**config.mk**
```make
export PLATFORM = sky130hd
export DESIGN_NAME = bus_rr_arbiter
export DESIGN_NICKNAME = d
export VERILOG_FILES = /design/src/rtl/bus_rr_arbiter.sv
export SDC_FILE = /design/constraint.sdc
export NUM_CORES = 1
export LEC_CHECK = 0
export CAP_MARGIN = 20
export CORE_MARGIN = 1.5
export CORE_UTILIZATION = 50
export DETAILED_ROUTE_END_ITERATION = 8
export PLACE_DENSITY_LB_ADDON = 0.15
export SLEW_MARGIN = 15
export SYNTH_ARGS = -nofsm -noshare
export SYNTH_HDL_FRONTEND = slang
export SYNTH_SLANG_ARGS = --single-unit
```
**constraint.sdc**
```tcl
create_clock -name clk -period 4.1 [get_ports clk]
set_input_delay 1.025 -clock clk [delete_from_list [all_inputs] [get_ports clk]]
set_output_delay 1.025 -clock clk [all_outputs]
set_load 0.05 [all_outputs]
```
**src/rtl/bus_rr_arbiter.sv**
```systemverilog
// bus_rr_arbiter: four-master round-robin bus arbiter with active-low request,
// grant and ready handshakes. An owner that holds the bus long enough can be
// preempted, but only on a transaction-completion (m_rdy_ low) cycle.

module bus_rr_arbiter #(
  parameter int unsigned HOLD_MAX = 16
) (
  input  logic       clk,
  input  logic       reset,
  input  logic       m0_req_,
  input  logic       m1_req_,
  input  logic       m2_req_,
  input  logic       m3_req_,
  input  logic       m_rdy_,
  output logic       m0_grnt_,
  output logic       m1_grnt_,
  output logic       m2_grnt_,
  output logic       m3_grnt_,
  output logic [1:0] owner,
  output logic       busy,
  output logic [7:0] preempt_cnt
);

  // Hold limit in the width of the hold counter; legal values fit in 8 bits.
  localparam logic [7:0] HOLD_LIM = 8'(HOLD_MAX);

  typedef enum logic {
    IDLE,
    OWNED
  } state_t;

  state_t      state_q, state_d;
  logic [3:0]  grant_q, grant_d;
  logic [1:0]  owner_q, owner_d;
  logic [1:0]  last_q, last_d;
  logic [7:0]  holdCnt_q, holdCnt_d;
  logic [7:0]  preemptCnt_q, preemptCnt_d;
  logic        busy_q, busy_d;

  logic [3:0]  reqVec;
  logic [3:0]  otherReq;
  logic [1:0]  pick;
  logic        canPreempt;

  // Requests are active-low on the pins; work with active-high internally.
  assign reqVec = ~{m3_req_, m2_req_, m1_req_, m0_req_};

  // Everybody requesting except the current owner.
  assign otherReq = reqVec & ~(4'b0001 << owner_q);

  // Round-robin search starting just after the most recently granted master
  // and ending on that master itself, so it has the lowest priority.
  function automatic logic [1:0] rrPick(input logic [3:0] reqs,
                                        input logic [1:0] from);
    logic [1:0] result;
    logic [1:0] cand;
    result = from;
    for (int k = 4; k >= 1; k--) begin
      cand = from + 2'(k);
      if (reqs[cand]) begin
        result = cand;
      end
    end
    return result;
  endfunction

  // Candidate for the next grant; in OWNED the owner is excluded from the pool.
  always_comb begin
    pick = 2'd0;
    if (state_q == IDLE) begin
      pick = rrPick(reqVec, last_q);
    end else begin
      pick = rrPick(otherReq, last_q);
    end
  end

  // Forced handover: owner still wants the bus, has used its hold budget,
  // someone else is waiting and the current transfer is completing.
  assign canPreempt = (state_q == OWNED) && reqVec[owner_q] &&
                      (holdCnt_q == HOLD_LIM) && (|otherReq) && !m_rdy_;

  // Next-state, grant, hold and preemption bookkeeping.
  always_comb begin
    state_d      = state_q;
    grant_d      = grant_q;
    owner_d      = owner_q;
    last_d       = last_q;
    holdCnt_d    = holdCnt_q;
    preemptCnt_d = preemptCnt_q;

    case (state_q)
      IDLE: begin
        if (|reqVec) begin
          state_d   = OWNED;
          grant_d   = 4'b0001 << pick;
          owner_d   = pick;
          last_d    = pick;
          holdCnt_d = 8'd0;
        end
      end

      OWNED: begin
        if (!reqVec[owner_q]) begin
          if (|otherReq) begin
            grant_d   = 4'b0001 << pick;
            owner_d   = pick;
            last_d    = pick;
            holdCnt_d = 8'd0;
          end else begin
            state_d   = IDLE;
            grant_d   = 4'b0000;
            holdCnt_d = 8'd0;
          end
        end else if (canPreempt) begin
          grant_d   = 4'b0001 << pick;
          owner_d   = pick;
          last_d    = pick;
          holdCnt_d = 8'd0;
          if (preemptCnt_q != 8'hFF) begin
            preemptCnt_d = preemptCnt_q + 8'd1;
          end
        end else if (holdCnt_q < HOLD_LIM) begin
          holdCnt_d = holdCnt_q + 8'd1;
        end
      end

      default: begin
        state_d = IDLE;
        grant_d = 4'b0000;
      end
    endcase
  end

  // busy is registered alongside the grants so the two always agree.
  assign busy_d = |grant_d;

  // State register; reset drops any grant immediately.
  always_ff @(posedge clk or negedge reset) begin
    if (!reset) begin
      state_q      <= IDLE;
      grant_q      <= 4'b0000;
      owner_q      <= 2'd0;
      last_q       <= 2'd3;
      holdCnt_q    <= 8'd0;
      preemptCnt_q <= 8'd0;
      busy_q       <= 1'b0;
    end else begin
      state_q      <= state_d;
      grant_q      <= grant_d;
      owner_q      <= owner_d;
      last_q       <= last_d;
      holdCnt_q    <= holdCnt_d;
      preemptCnt_q <= preemptCnt_d;
      busy_q       <= busy_d;
    end
  end

  assign m0_grnt_    = ~grant_q[0];
  assign m1_grnt_    = ~grant_q[1];
  assign m2_grnt_    = ~grant_q[2];
  assign m3_grnt_    = ~grant_q[3];
  assign owner       = owner_q;
  assign busy        = busy_q;
  assign preempt_cnt = preemptCnt_q;

endmodule
```
==> results.cfg <==
[outcome]
status = complete, no violations

[cells_and_area]
drive_gt1_share_pct = 10.6
stdcell_area_mm2 = 0.00184
nets = 199
antennaDiodeCount = 0
syn2layout_area_growth_pct = 16.6
final_cell_mix = dfrtp_1, clkdlybuf4s50_1, nand2_1
layout_commonest_cell = dfrtp_1

[synthesis]
synth_flop_cell = dfrtp_1
ys.warnings.count = 0
synth-edff-count = 0
syn_area_per_cell_um2 = 9.24
ys_ff_latch = 26
synth.distinct_cells = 48
synth_compound_area_share_pct = 20.3
yosysTopAreaCell = dfrtp_1
synth_top_family_by_area = simple AND/OR/NAND/NOR gates
syn_area_mm2 = 0.00158
synthCells = 171
synth_nets = 181
synthArstFlopShare_pct = 100
ys_seq_area_share_pct = 41.3
ys_top_cells_by_area = dfrtp_1, nand2_1, mux2_2
synthAdderAreaFrac_pct = 2.38
yosys.area.top_type_share_pct = 38.0
synthXorXnorAreaFrac_pct = 3.88
synth_mux_area_share_pct = 4.99
yosys.area_share.simple_pct = 22.2

[timing]
slew_violations = 0
hold_violations = 0
worstMarginPinSlew_ns = 0.584
final-setup-viol-count = 0
clock.fmax_ghz = 0.306
fin_crit_ns = 3.27
skew_ns = 0.0110
setup_tns_ns = 0
rsz0062_at_grt = false
finalCritPeriodShare_pct = 79.8
relSlewSlack_pct = 60.7

[floorplan]
core_mm2 = 0.00303
start_util_pct = 52.2
fp.dieArea_mm2 = 0.00351
fp.dieH_um = 59.2
num_rows = 20
ios = 22
die_w_um = 59.2

[cts]
cts_tree = built
holdBufCountCts = 0
cts.clk_slew.worst_paths_ns = 0.13
clk_latency_ns = 0.32
cts_max_level = 1
cts_inserted_buffers = 3
post_cts_buffers = 0
cts_resized = 0
clockBufferDepth = 2
root_buffer = clkbuf_4
clock_sink_count = 26

[routing]
drc = 0
met1_length_um = 1580
drtIter0Drc = 44
met3WireLength_um = 103
routed.top_layer = met4
via_per_inst = 5.69
num_vias = 1321
wl_um = 3360
first_pass_iters = 4
route.met2.wl_um = 1640
ant_nets = 0
wl_per_cell_um = 14.5

[global_route]
grt_usage_pct = 21.1
grt_pass1_vias = 1210
antenna_found_initial = 0
grt_remaining_overflow = 0
grt_pass1_wl_um = 5570
grt_max_degree = 27

[power_and_ir_drop]
peakVddDrop_uv = 464
leakagePower_nw = 0.780
finalPower_mw = 1.15
p_per_area_mw_per_mm2 = 626

[critical_path]
r2r-start = owner[0]
critical_path_class = in -> reg
arrival_ns = 3.48
rr_worst_depth = 6
cp-start-kind = input port
end_kind = register
r2r-end = owner[1]
worstPathRequired_ns = 4.31
path_max_fanout = 11
r2r_setup_slack_ns = 1.56
critPathLaunch = m3_req_

[placed_design]
place_congestion = 0.793
io_buffers = 21
dp_hpwl_um = 2590
place_area_mm2 = 0.00181

[min_path]
hp-start = preempt_cnt[4]
holdPathEnd = preempt_cnt[4]
min_path_cells = 1
hold_class = reg -> reg

[job]
drv_cap = 0
-- report_power, final --
group          total [mW]  internal (mW)  switching [mW]  leakage (nW)
registers           0.415          0.318          0.0971         0.327
clock network       0.126         0.0543          0.0720        0.0210
logic               0.612          0.247           0.364         0.432
-- sequential cells by signal, indices dropped and copies added, names as in the netlist --
register / count
state_q: 1
busy: 1
holdCnt_q: 8
owner: 2
preempt_cnt: 8
grant_q: 4
last_q: 2
-- how the worst max path moves through the flow --
stage               slack, ns  cells after the start  endpoint
finish                   0.83                      7  owner[1]
global route             0.72                      7  owner[1]
CTS                      0.88                      7  owner[1]
detailed placement       0.54                      7  owner[1]
global placement         0.60                      7  owner[1]
floorplan                1.17                      7  owner[1]
-- per-stage QoR --
step / worst slack (ns) / utilization (%) / instances / hold WS, ns
after global placement: 0.599 / 59.8 / 228 / 0.480
final: 0.828 / 60.9 / 232 / 0.508
after CTS: 0.875 / 61.0 / 232 / 0.516
after detailed placement: 0.539 / 59.8 / 228 / 0.497
after floorplan: 1.17 / - / 171 / 0.459
after global routing: 0.722 / 60.9 / 232 / 0.522
-- logic make-up after synthesis --
family                   count (synthesis)
AND/OR/NAND/NOR                         63
flip-flops                              26
XOR/XNOR                                 7
AO/OA/AOI/OAI                           46
multiplexers                             6
adder cells (fa/ha/maj)                  3
buffers and inverters                   20
-- layer usage --
layer / global-route usage (%) / vias up
li1: - / 646
met1: 29.5 / 642
met2: 33.6 / 29
met3: 2.62 / 4
met4: 7.79 / 0
met5: 0 / -
-- critical path: stages --
cell and delay, ns:
clkdlybuf4s50_1 0.59, mux2_2 0.34, and3_1 0.17, a41o_1 0.27
o31ai_4 0.47, and2_1 0.27, mux2_2 0.35
-- layout make-up --
| class | count | area, um2 |
|---|---|---|
| fillers | 281 | 1180 |
| multi-input cells | 125 | 848 |
| flip-flops and latches | 26 | 653 |
| repair buffers | 21 | 205 |
| well taps | 44 | 55.1 |
| inverters | 12 | 45.0 |
| clock buffers | 4 | 36.3 |
-- cell usage after synthesis, types with 2 or more instances --
cell,n
dfstp_2,2
or2_2,2
nor4_1,2
nor3_1,3
nand3_1,3
inv_1,12
ha_1,3
and2_1,6
xnor2_1,3
a211oi_1,4
mux2_2,5
nor3_2,2
and3_1,2
clkbuf_1,5
a21oi_1,9
o21ai_1,2
or3_1,2
nor2_1,12
o31ai_1,3
dfrtp_1,24
o21a_1,2
a22o_1,2
a31oi_1,5
o21ai_0,7
buf_2,3
xor2_1,4
nor3b_1,2
nor2b_1,4
nand2b_1,2
nand2_1,16
(Power assumes the default switching activity.)
